<file path="src/rtl/multicycle_ctrl.sv">
// Multi-cycle control sequencer for the RV32I datapath.
// Steps each instruction through FETCH/DECODE/EXEC/MEM/WB and drives every
// datapath enable and mux select. It also handles the shared memory handshake,
// counts retired instructions, and traps on illegal opcodes or memory timeouts.
module multicycle_ctrl #(
   parameter int unsigned MEM_TIMEOUT = 15
) (
   input  logic        clk,
   input  logic        rst_n,
   input  logic [31:0] instr,
   input  logic        br_taken,
   input  logic        mem_ready,
   output logic        mem_req,
   output logic        mem_we,
   output logic        mem_addr_sel,
   output logic        ir_we,
   output logic        pc_we,
   output logic        pc_sel,
   output logic [2:0]  imm_sel,
   output logic        alu_a_sel,
   output logic        alu_b_sel,
   output logic [3:0]  alu_op,
   output logic        reg_we,
   output logic [1:0]  wb_sel,
   output logic        trap,
   output logic [2:0]  state_o,
   output logic [31:0] instret
);

   typedef enum logic [2:0] {
      FETCH  = 3'd0,
      DECODE = 3'd1,
      EXEC   = 3'd2,
      MEM    = 3'd3,
      WB     = 3'd4,
      TRAP   = 3'd5
   } state_t;

   localparam logic [6:0] OP_R      = 7'b0110011;
   localparam logic [6:0] OP_I      = 7'b0010011;
   localparam logic [6:0] OP_LOAD   = 7'b0000011;
   localparam logic [6:0] OP_STORE  = 7'b0100011;
   localparam logic [6:0] OP_BRANCH = 7'b1100011;
   localparam logic [6:0] OP_JAL    = 7'b1101111;
   localparam logic [6:0] OP_JALR   = 7'b1100111;
   localparam logic [6:0] OP_LUI    = 7'b0110111;
   localparam logic [6:0] OP_AUIPC  = 7'b0010111;

   // Wait-counter value at which one more idle cycle means the memory has timed out.
   localparam logic [7:0] WAIT_LAST = 8'(MEM_TIMEOUT - 1);

   state_t      state_q, state_d;
   logic [7:0]  wait_q, wait_d;
   logic [31:0] instret_q, instret_d;

   logic [6:0] opcode;
   logic [2:0] funct3;
   logic       is_r, is_i, is_load, is_store, is_branch;
   logic       is_jal, is_jalr, is_lui, is_auipc, is_legal;
   logic [2:0] imm_dec;
   logic [3:0] alu_dec;

   logic       mem_req_c, mem_we_c, mem_addr_sel_c, ir_we_c, pc_we_c, pc_sel_c;
   logic [2:0] imm_sel_c;
   logic       alu_a_sel_c, alu_b_sel_c, reg_we_c, trap_c;
   logic [3:0] alu_op_c;
   logic [1:0] wb_sel_c;

   logic unused_instr_bits;

   assign opcode = instr[6:0];
   assign funct3 = instr[14:12];
   assign unused_instr_bits = ^{instr[31], instr[29:15], instr[11:7]};

   assign is_r      = (opcode == OP_R);
   assign is_i      = (opcode == OP_I);
   assign is_load   = (opcode == OP_LOAD);
   assign is_store  = (opcode == OP_STORE);
   assign is_branch = (opcode == OP_BRANCH);
   assign is_jal    = (opcode == OP_JAL);
   assign is_jalr   = (opcode == OP_JALR);
   assign is_lui    = (opcode == OP_LUI);
   assign is_auipc  = (opcode == OP_AUIPC);
   assign is_legal  = is_r | is_i | is_load | is_store | is_branch |
                      is_jal | is_jalr | is_lui | is_auipc;

   // Immediate format and ALU operation decoded from the current IR.
   always_comb begin
      imm_dec = 3'd0;
      alu_dec = 4'b0000;
      if (is_store) begin
         imm_dec = 3'd1;
      end else if (is_branch) begin
         imm_dec = 3'd2;
      end else if (is_lui || is_auipc) begin
         imm_dec = 3'd3;
      end else if (is_jal) begin
         imm_dec = 3'd4;
      end
      if (is_r) begin
         alu_dec = {instr[30], funct3};
      end else if (is_i) begin
         alu_dec = {(funct3 == 3'b101) ? instr[30] : 1'b0, funct3};
      end else if (is_lui) begin
         alu_dec = 4'b1111;
      end
   end

   // Next-state and datapath control for the current state.
   always_comb begin
      state_d        = state_q;
      mem_req_c      = 1'b0;
      mem_we_c       = 1'b0;
      mem_addr_sel_c = 1'b0;
      ir_we_c        = 1'b0;
      pc_we_c        = 1'b0;
      pc_sel_c       = 1'b0;
      imm_sel_c      = 3'd0;
      alu_a_sel_c    = 1'b0;
      alu_b_sel_c    = 1'b0;
      alu_op_c       = 4'b0000;
      reg_we_c       = 1'b0;
      wb_sel_c       = 2'd0;
      trap_c         = 1'b0;
      case (state_q)
         FETCH: begin
            mem_req_c = 1'b1;
            if (mem_ready) begin
               ir_we_c = 1'b1;
               state_d = DECODE;
            end else if (wait_q == WAIT_LAST) begin
               state_d = TRAP;
            end
         end
         DECODE: begin
            imm_sel_c = imm_dec;
            state_d   = is_legal ? EXEC : TRAP;
         end
         EXEC: begin
            imm_sel_c   = imm_dec;
            alu_a_sel_c = is_auipc | is_branch | is_jal;
            alu_b_sel_c = ~is_r;
            alu_op_c    = alu_dec;
            if (is_load || is_store) begin
               state_d = MEM;
            end else if (is_branch) begin
               pc_we_c  = 1'b1;
               pc_sel_c = br_taken;
               state_d  = FETCH;
            end else if (is_jal || is_jalr) begin
               reg_we_c = 1'b1;
               wb_sel_c = 2'd2;
               pc_we_c  = 1'b1;
               pc_sel_c = 1'b1;
               state_d  = FETCH;
            end else begin
               state_d = WB;
            end
         end
         MEM: begin
            imm_sel_c      = imm_dec;
            mem_req_c      = 1'b1;
            mem_addr_sel_c = 1'b1;
            mem_we_c       = is_store;
            if (mem_ready) begin
               if (is_store) begin
                  pc_we_c = 1'b1;
                  state_d = FETCH;
               end else begin
                  state_d = WB;
               end
            end else if (wait_q == WAIT_LAST) begin
               state_d = TRAP;
            end
         end
         WB: begin
            imm_sel_c = imm_dec;
            reg_we_c  = 1'b1;
            wb_sel_c  = is_load ? 2'd1 : 2'd0;
            pc_we_c   = 1'b1;
            state_d   = FETCH;
         end
         TRAP: begin
            trap_c = 1'b1;
         end
         default: begin
            state_d = TRAP;
         end
      endcase
   end

   // Wait counter restarts on every state change; instret counts completions back to FETCH.
   always_comb begin
      wait_d = wait_q;
      if (state_d != state_q) begin
         wait_d = 8'd0;
      end else if ((state_q == FETCH || state_q == MEM) && !mem_ready) begin
         wait_d = wait_q + 8'd1;
      end
      instret_d = instret_q;
      if (state_d == FETCH && (state_q == EXEC || state_q == MEM || state_q == WB)) begin
         instret_d = instret_q + 32'd1;
      end
   end

   // State, wait counter and retired count registers.
   always_ff @(posedge clk or negedge rst_n) begin
      if (!rst_n) begin
         state_q   <= FETCH;
         wait_q    <= 8'd0;
         instret_q <= 32'd0;
      end else begin
         state_q   <= state_d;
         wait_q    <= wait_d;
         instret_q <= instret_d;
      end
   end

   assign mem_req      = rst_n & mem_req_c;
   assign mem_we       = rst_n & mem_we_c;
   assign mem_addr_sel = rst_n & mem_addr_sel_c;
   assign ir_we        = rst_n & ir_we_c;
   assign pc_we        = rst_n & pc_we_c;
   assign pc_sel       = rst_n & pc_sel_c;
   assign imm_sel      = rst_n ? imm_sel_c : 3'd0;
   assign alu_a_sel    = rst_n & alu_a_sel_c;
   assign alu_b_sel    = rst_n & alu_b_sel_c;
   assign alu_op       = rst_n ? alu_op_c : 4'd0;
   assign reg_we       = rst_n & reg_we_c;
   assign wb_sel       = rst_n ? wb_sel_c : 2'd0;
   assign trap         = rst_n & trap_c;
   assign state_o      = rst_n ? 3'(state_q) : 3'd0;
   assign instret      = instret_q;

endmodule

</file>
<file path="config.mk">
export PLATFORM = sky130hd
export DESIGN_NAME = multicycle_ctrl
export DESIGN_NICKNAME = d
export VERILOG_FILES = /design/src/rtl/multicycle_ctrl.sv
export SDC_FILE = /design/constraint.sdc
export NUM_CORES = 1
export LEC_CHECK = 0
export CORE_AREA = 2 2 80 82
export DETAILED_ROUTE_END_ITERATION = 7
export DIE_AREA = 0 0 82 84
export HOLD_SLACK_MARGIN = 0.15
export PLACE_DENSITY = 0.81
export SETUP_SLACK_MARGIN = 0.02
export SLEW_MARGIN = 40
export SYNTH_ARGS = -nofsm -noshare
export SYNTH_HDL_FRONTEND = slang
export SYNTH_SLANG_ARGS = --single-unit
</file>
<file path="constraint.sdc">
create_clock -name clk -period 2.7 [get_ports clk]
set_clock_uncertainty 0.2 [all_clocks]
set_input_delay 0.405 -clock clk [delete_from_list [all_inputs] [get_ports clk]]
set_output_delay 0.405 -clock clk [all_outputs]
set_load 0.01 [all_outputs]
</file>
---- After elaboration in Yosys (flattened, before gate mapping) ----
Index checks and enable logic that the tools add are counted.
storage, ports and cells
  flip-flop bits (word level) ............. 43
  input bits .............................. 36
  output and inout port bits .............. 54
operators by class
  $add $sub $neg .......................... 2
  eq/ne operators ......................... 17
  muxes and demuxes ....................... 50
  bitwise logic cells ..................... 21
  reductions and logical operators ........ 14
operators with widths
  operator                                                                number
  3-bit two-way mux                                                       15
  32-bit by 1-bit adder with 32-bit output (second input constant)        1
  7-bit by 6-bit equality test with 1-bit output (second input constant)  3
  7-bit equality test (second input constant)                             3
  1-bit two-way mux                                                       20
  4-bit two-way mux                                                       5
  3-bit one-hot mux with 6 select lines                                   1
  8-bit two-way mux                                                       2
  7-bit by 5-bit equality test with 1-bit output (second input constant)  2
  1-bit AND                                                               10
  1-bit bitwise OR                                                        10
  3-bit equality test (second input constant)                             3
  8-bit by 1-bit adder with 8-bit output (second input constant)          1
  8-bit by 4-bit equality test with 1-bit output (second input constant)  1
  2-bit two-way mux                                                       4
  7-bit by 2-bit equality test with 1-bit output (second input constant)  1
  3-bit by 2-bit equality test with 1-bit output (second input constant)  2
  3-bit zero test                                                         2
  1-bit logical OR                                                        6
  2-bit one-hot mux with 2 select lines                                   1
  4-bit OR reduction                                                      1
  3-bit by 1-bit equality test with 1-bit output (second input constant)  1
  3-bit != test                                                           1
  1-bit one-hot mux with 3 select lines                                   1
  6 further kinds                                                         7

---- Longest topological paths before layout ----
Gate-level depths: netlist (run 1).
  word-level depth ........................ 13
  mapped depth ............................ 8
  gate-level depth less buffers ........... 7

---- Worst setup path after synthesis (run 1) ----
Ideal clock, no wire load.
  path kind ............................... input port to output port
  from .................................... in instr[2]
  to ...................................... out pc_we
  data arrival time ....................... 1.986 ns
  data required time ...................... 2.095 ns
  slack ................................... 0.109 ns
  stages .................................. 8
  buffers on the path ..................... 3
  path through ............................ buf_6 -> nand4bb_1 -> buf_2 -> or3_4 -> or3_1 -> buf_4 -> nand2_1 -> and2_1
on the way
  longest elaborated chain between the ends .. 7
RTL lines
  element                                    line    text
  start, declared                            10      input logic [31:0] instr,
  7-bit equality test (on tied branches)     80, 81
  1-bit logical OR                           150     end else if (is_jal || is_jalr) begin
  1-bit two-way mux                          150
  1-bit two-way mux                          146     end else if (is_branch) begin
  1-bit two-way mux                          144     if (is_load || is_store) begin
  1-bit one-hot mux with 3 select lines (*)  125     case (state_q)
  1-bit AND (*)                              223     assign pc_we = rst_n & pc_we_c;
  end, declared                              17      output logic pc_we,
Mark *: on every way between the ends. The rest lies on a longest branch, timed or not.

---- Worst setup path in the final report (run 1) ----
  from .................................... in instr[5]
  to ...................................... out pc_we
Same word-level chain as after synthesis.

==> flow_metrics.env, run 1 <==
export IMPL_status="finished, final reports clean"
export IMPL_p_comb_share_pct=30.9
export IMPL_synth_common_cells="dfrtp_1 (43), nor2_1 (24), xnor2_1 (23)"
export IMPL_path_class="input pin to output port"
export IMPL_fin_ws_ns=0.0605
export IMPL_cts_tree="built"
export IMPL_setup_worst_path_start_class="input pin"
export IMPL_synth_main_ff_cell="dfrtp_1"
export IMPL_io_buffer_count=68
export IMPL_min_period_ns=2.64
export IMPL_drtIter0Drc=192
export IMPL_via_per_inst=5.71
export IMPL_nets=416
export IMPL_min_to="instret[31]"
export IMPL_post_synth_top_area_cell="dfrtp_1"
export IMPL_p_leak_nw=1.61
export IMPL_min_path_type="flop to flop"
export IMPL_dr_pass1_iters=4
export IMPL_io_pins=90
export IMPL_rows=29
export IMPL_cp_data_required_time_ns=2.10
export IMPL_synth_seq_cells=43
export IMPL_synth_most_common_cell="dfrtp_1"
export IMPL_place_ws_ns=-0.508
export IMPL_drc_errors=0
export IMPL_worstPathArrival_ns=2.03
export IMPL_synth_top_area_share_pct=40.5
export IMPL_final_util_pct=61.9
export IMPL_grt_pass1_vias=2570
export IMPL_synth_nets=325
export IMPL_overflow=0
export IMPL_synth_compound_area_share_pct=15.7
export IMPL_synthesis_area_mm2=0.00266
export IMPL_hold_start="instret[31]"
export IMPL_yosysSeqAreaShare_pct=40.5
export IMPL_place_area_mm2=0.00361
export IMPL_slew_limit_headroom_pct=51.4
export IMPL_p_clk_share_pct=27.3
export IMPL_setup_viol=0
export IMPL_synth_top_family_by_area="simple AND/OR/NAND/NOR gates"
export IMPL_sequentialPowerShare_pct=41.8
export IMPL_worst_pin_slew_ns=0.722
export IMPL_synth_avg_cell_area_um2=9.30
export IMPL_netSwitchingFraction_pct=33.7
export IMPL_ant_nets=0
export IMPL_coreArea_mm2=0.00610
export IMPL_rrSetupSlack_ns=0.45
export IMPL_wire_per_inst_um=16.0
export IMPL_synth_area_top_cells="dfrtp_1 (40%), xnor2_1 (7.6%), xor2_1 (5.6%)"
export IMPL_floorplan_die_area_mm2=0.00689
export IMPL_initial_core_util_pct=43.6
export IMPL_routabilityCongestion=0.823
export IMPL_drive_above_1_share_pct=15.6
export IMPL_reg2reg_to="instret[17]"
export IMPL_grt_usage_pct=21.9
export IMPL_ir_drop_mv=0.324
export IMPL_synth_adder_area_share_pct=1.41
export IMPL_power_density_mw_per_mm2=492
export IMPL_grt_max_degree=34
export IMPL_cp_end_kind="output port"
export IMPL_worstPathMaxFanout=2
export IMPL_synthSimpleGateAreaFrac_pct=25.4
export IMPL_place_inst=444
export IMPL_rsz0062_at_grt="true"
export IMPL_synth_cell_types=49
export IMPL_clk_latency_ns=0.30
export IMPL_startpoint="instr[5]"
export IMPL_die_y_um=84
export IMPL_cts_htree_levels=2
export IMPL_die_w_um=82
export IMPL_holdPathStages=1
export IMPL_cts_max_path_buffers=2
export IMPL_fmax_mhz=379
export IMPL_final_cell_count_no_fill=455
export IMPL_finalHoldViolCount=0
export IMPL_detailed_place_hpwl_mm=5.31
export IMPL_muxShareOfSynthArea_pct=0.423
export IMPL_synth_edf_count=0
export IMPL_yosys_warnings=0
export IMPL_diodes=0
export IMPL_final_cell_area_mm2=0.00377
export IMPL_r2r_cells=6
export IMPL_worstReg2RegStart="state_q[2]"
export IMPL_drv_cap=0
export IMPL_grt_pass1_wl_mm=11.9
export IMPL_maxSlewViolCount=0
export IMPL_syn_to_final_growth_pct=41.9
export IMPL_netlist_instances=286
export IMPL_async_reset_ff_share_pct=100
export IMPL_num_vias=2598
export IMPL_cts_buffers=5
export IMPL_clk_pin_slew_ns=0.09
export IMPL_totalWireLength_mm=7.27
export IMPL_cts_sinks=43
export IMPL_synth_xor_area_share_pct=13.2
export IMPL_grt_antenna_before_repair=0
export IMPL_p_int_mw=1.23
export IMPL_switchingPower_uw=626
export IMPL_root_buffer="clkbuf_8"
export IMPL_whs_ns=0.281
export IMPL_timing_final_crit_share_pct=97.8
==> layout by cell type (no fill, tap or decap), types with 6 or more instances in the layout <==
master            n
o2111ai_1        12
nor2_1           23
nor3_1            9
nand3_1          12
and3_1            8
nand4_1          12
buf_4            28
xnor2_1          23
o211ai_1          7
nand2_1          16
a21oi_1          16
dfrtp_1          42
clkdlybuf4s50_1  48
dlygate4sd2_1    14
and2_1            6
xor2_1           17
==> layer usage <==
layer,wire length [um],vias up,global-route usage (%)
met5,0,-,0
met4,153,0,8.18
met3,432,14,4.22
met2,3460,100,34.8
met1,3220,1249,29.3
li1,-,1235,-
==> per-stage QoR <==
stage / power (mW) / setup TNS, ns
after global placement: 1.33 / -2.71
after global routing: 1.96 / -0.0134
after CTS: 1.86 / -0.180
final: 1.86 / 0
after detailed placement: 1.35 / -3.80
after floorplan: 1.05 / 0
==> worst max-delay path: stages <==
cell	delay, ns
clkdlybuf4s50_1	0.53
nand2b_4	0.06
or3_4	0.38
or3_4	0.35
nand2_4	0.06
and2_1	0.12
buf_2	0.12
==> registers in the layout, indices dropped and copies added (netlist names) <==
register  count
wait_q        8
instret      32
state_q       3
==> timing repair <==
| action | CTS | global route |
|---|---|---|
| hold endpoints to repair | 10 | 0 |
| hold buffers | 2 | 0 |
| setup endpoints to repair | 15 | 7 |
| gates resized for setup | 23 | 13 |
| cloned | 0 | 0 |
| setup buffers | 0 | 1 |
| pin swaps | 2 | 4 |
==> area by class of cell <==
type                    instances  area (um2)
fillers                       523        2320
multi-input cells             222        1550
flip-flops and latches         43        1080
repair buffers                100         918
well taps                      77        96.3
clock buffers                   5        68.8
clock inverters                 3        43.8
inverters                       5        18.8
==> how the worst max path moves through the flow <==
stage / cells after the start / to
floorplan: 8 / pc_we
global placement: 7 / pc_we
detailed placement: 7 / pc_we
CTS: 7 / pc_we
global route: 6 / imm_sel[2]
finish: 7 / pc_we
==> power by group through the flow <==
stage	Sequential, mW	Combinational [mW]	Clock [mW]
3_3_place_gp	0.783	0.544	0
4_1_cts	0.774	0.569	0.516
6_report	0.777	0.575	0.506
2_1_floorplan	0.777	0.270	0
5_1_grt	0.785	0.628	0.542
3_5_place_dp	0.784	0.565	0
==> kinds of logic after synthesis <==
group	after synthesis
DFF	43
and+or+nand+nor	122
buffers and inverters	21
muxes	1
AOI/OAI and AO/OA	56
adders and majority gates	3
xor gates and xnor gates	40
No activity file was read; power rests on OpenSTA's default activity.
==> run 2, diff against run 1 <==
==> constraint.sdc (replaced) <==
create_clock -name clk -period 2.7 [get_ports clk]
set_clock_uncertainty 0.2 [all_clocks]
set_input_delay 0.405 -clock clk [delete_from_list [all_inputs] [get_ports clk]]
set_output_delay 0.405 -clock clk [all_outputs]
set_load 0.1 [all_outputs]
==> run 2 against run 1 <==
Net effect:
- die area did not move
- critical path depth did not move
- routed wire length rose by 0.33%
- cell count fell by 0.88%
- sequential share of layout area fell by 1.8 points
- via count fell by 1.3%
- maximum frequency barely moved
- design area rose by 6.6%
- setup slack barely moved
- first-iteration DRC count fell by 30%
- non-clock buffer count fell by 4
- worst hold slack improved by 0.0034 ns
- highest routed layer unchanged
==> flow_metrics.env, run 2 (synthesis gave the netlist of run 1 again) <==
export IMPL_die_w_um=82
export IMPL_ir_drop_mv=0.537
export IMPL_cts_tree="built"
export IMPL_worstPathArrival_ns=2.03
export IMPL_grt_pass1_vias=2467
export IMPL_worstPathMaxFanout=2
export IMPL_wire_per_inst_um=16.2
export IMPL_nets=412
export IMPL_detailed_place_hpwl_mm=5.35
export IMPL_worst_pin_slew_ns=0.718
export IMPL_maxSlewViolCount=0
export IMPL_cts_buffers=5
export IMPL_final_util_pct=66.0
export IMPL_cts_htree_levels=2
export IMPL_diodes=0
export IMPL_finalHoldViolCount=0
export IMPL_initial_core_util_pct=43.6
export IMPL_drc_errors=0
export IMPL_path_class="input pin to output port"
export IMPL_crit_buf_inv=2
export IMPL_num_vias=2565
export IMPL_via_per_inst=5.69
export IMPL_clk_pin_slew_ns=0.09
export IMPL_p_leak_nw=1.70
export IMPL_grt_antenna_before_repair=0
export IMPL_path_common_cell="or3_4"
export IMPL_cpLargestDelayFamily="simple AND/OR/NAND/NOR gates"
export IMPL_drv_cap=0
export IMPL_status="finished, final reports clean"
export IMPL_totalWireLength_mm=7.30
export IMPL_floorplan_die_area_mm2=0.00689
export IMPL_min_period_ns=2.64
export IMPL_setup_worst_path_start_class="input pin"
export IMPL_ant_nets=0
export IMPL_cts_max_path_buffers=2
export IMPL_setup_viol=0
export IMPL_grt_pass1_wl_mm=11.8
export IMPL_fmax_mhz=379
export IMPL_syn_to_final_growth_pct=51.2
export IMPL_layout_commonest_cell="buf_4"
export IMPL_slew_limit_headroom_pct=52.2
export IMPL_rows=29
export IMPL_clk_latency_ns=0.30
export IMPL_coreArea_mm2=0.00610
export IMPL_io_buffer_count=68
export IMPL_routabilityCongestion=0.899
export IMPL_rsz0062_at_grt="false"
export IMPL_min_path_type="flop to flop"
export IMPL_most_common_layout_cells="buf_4 (57), dfrtp_1 (43), buf_12 (24)"
export IMPL_io_pins=90
export IMPL_cp_end_kind="output port"
export IMPL_largest_reg_flops=32
export IMPL_drtIter0Drc=135
export IMPL_overflow=0
export IMPL_power_density_mw_per_mm2=532
export IMPL_cp_data_required_time_ns=2.10
export IMPL_dr_pass1_iters=5
export IMPL_path_cells="dlygate4sd2_1, nand4bb_1, or3_4, or3_4, nand2_4, and2_4, buf_12"
export IMPL_grt_usage_pct=21.6
export IMPL_drive_above_1_share_pct=32.9
export IMPL_total_power_mw=2.14
export IMPL_timing_final_crit_share_pct=97.8
export IMPL_root_buffer="clkbuf_8"
export IMPL_fin_setup_tns_ns=0
export IMPL_die_y_um=84
export IMPL_slowest_stage="or3_4"
export IMPL_critPathMaxStageDelay_ns=0.40
export IMPL_cts_sinks=43
export IMPL_grt_max_degree=37
==> run 2: cell count changes in the layout (fill, tap and decap cells not counted), moves of 2 or more <==
| cell | delta |
|---|---|
| a21oi_1 | -5 |
| a21oi_4 | +4 |
| buf_12 | +22 |
| buf_4 | +29 |
| clkbuf_2 | -2 |
| clkdlybuf4s50_1 | -41 |
| dlygate4sd2_1 | -8 |
| dlymetal6s2s_1 | -2 |
| nor2_1 | -2 |
| nor2_4 | +2 |
| nor3_1 | -3 |
| nor3_4 | +2 |
| nor4b_4 | +2 |
==> run 2: power breakdown <==
part / internal (mW) / switching, mW
Combinational: 0.278 / 0.674
Clock: 0.181 / 0.227
Sequential: 0.691 / 0.0914
Total: 1.15 / 0.992
==> run 2: stage by stage <==
step / hold WS [ns] / std cells / worst slack, ns / cell area, um2
2_1_floorplan: -0.0906 / 286 / -0.319 / 2820
3_5_place_dp: 0.194 / 441 / -0.157 / 3870
3_3_place_gp: 0.186 / 441 / -0.130 / 3870
4_1_cts: 0.286 / 451 / 0.0622 / 4010
5_1_grt: 0.301 / 451 / 0.0139 / 4020
6_report: 0.284 / 451 / 0.0603 / 4020
==> run 2: area by class of cell <==
type | instances | area (um2)
clock inverters | 2 | 12.5
inverters | 5 | 18.8
repair buffers | 96 | 1050
multi-input cells | 222 | 1700
clock buffers | 6 | 72.6
fillers | 464 | 2070
well taps | 77 | 96.3
flip-flops and latches | 43 | 1080
==> run 2: repair_timing <==
item	CTS	global route
resized for setup	14	4
pin swaps	3	2
setup endpoints to repair	8	4
endpoints found under the hold margin	43	0
hold buffers	1	0
buffers inserted	1	0
==> run 2: path summary, 6_finish.rpt <==
path                             start     endpoint  slack [ns]  cells after the start
setup / recovery              instr[3]        pc_we        0.06                      7
hold / removal             instret[31]  instret[31]        0.28                      1
setup reg to reg            state_q[0]  instret[13]        0.29                      6
hold reg to reg            instret[31]  instret[31]        0.28                      1
max in group asynchronous        rst_n   instret[9]        1.48                      3
min in group asynchronous        rst_n  instret[29]        0.40                      3
==> run 2: routing by layer <==
layer / routed length, um / GRT usage (%) / vias to the layer above
met1: 3140 / 28.5 / 1265
met2: 3730 / 36.7 / 69
li1: - / - / 1221
met4: 72 / 5.15 / 0
met3: 351 / 3.25 / 10
met5: 0 / 0 / -
==> run 2: worst reg2reg max path: cells and delay by family (launching register included) <==
kind | cells | cell delay (ns)
and+or+nand+nor | 2 | 0.61
buffers and inverters | 2 | 0.32
xor gates and xnor gates | 1 | 0.19
DFF | 1 | 0.67
AOI/OAI and AO/OA | 1 | 0.34
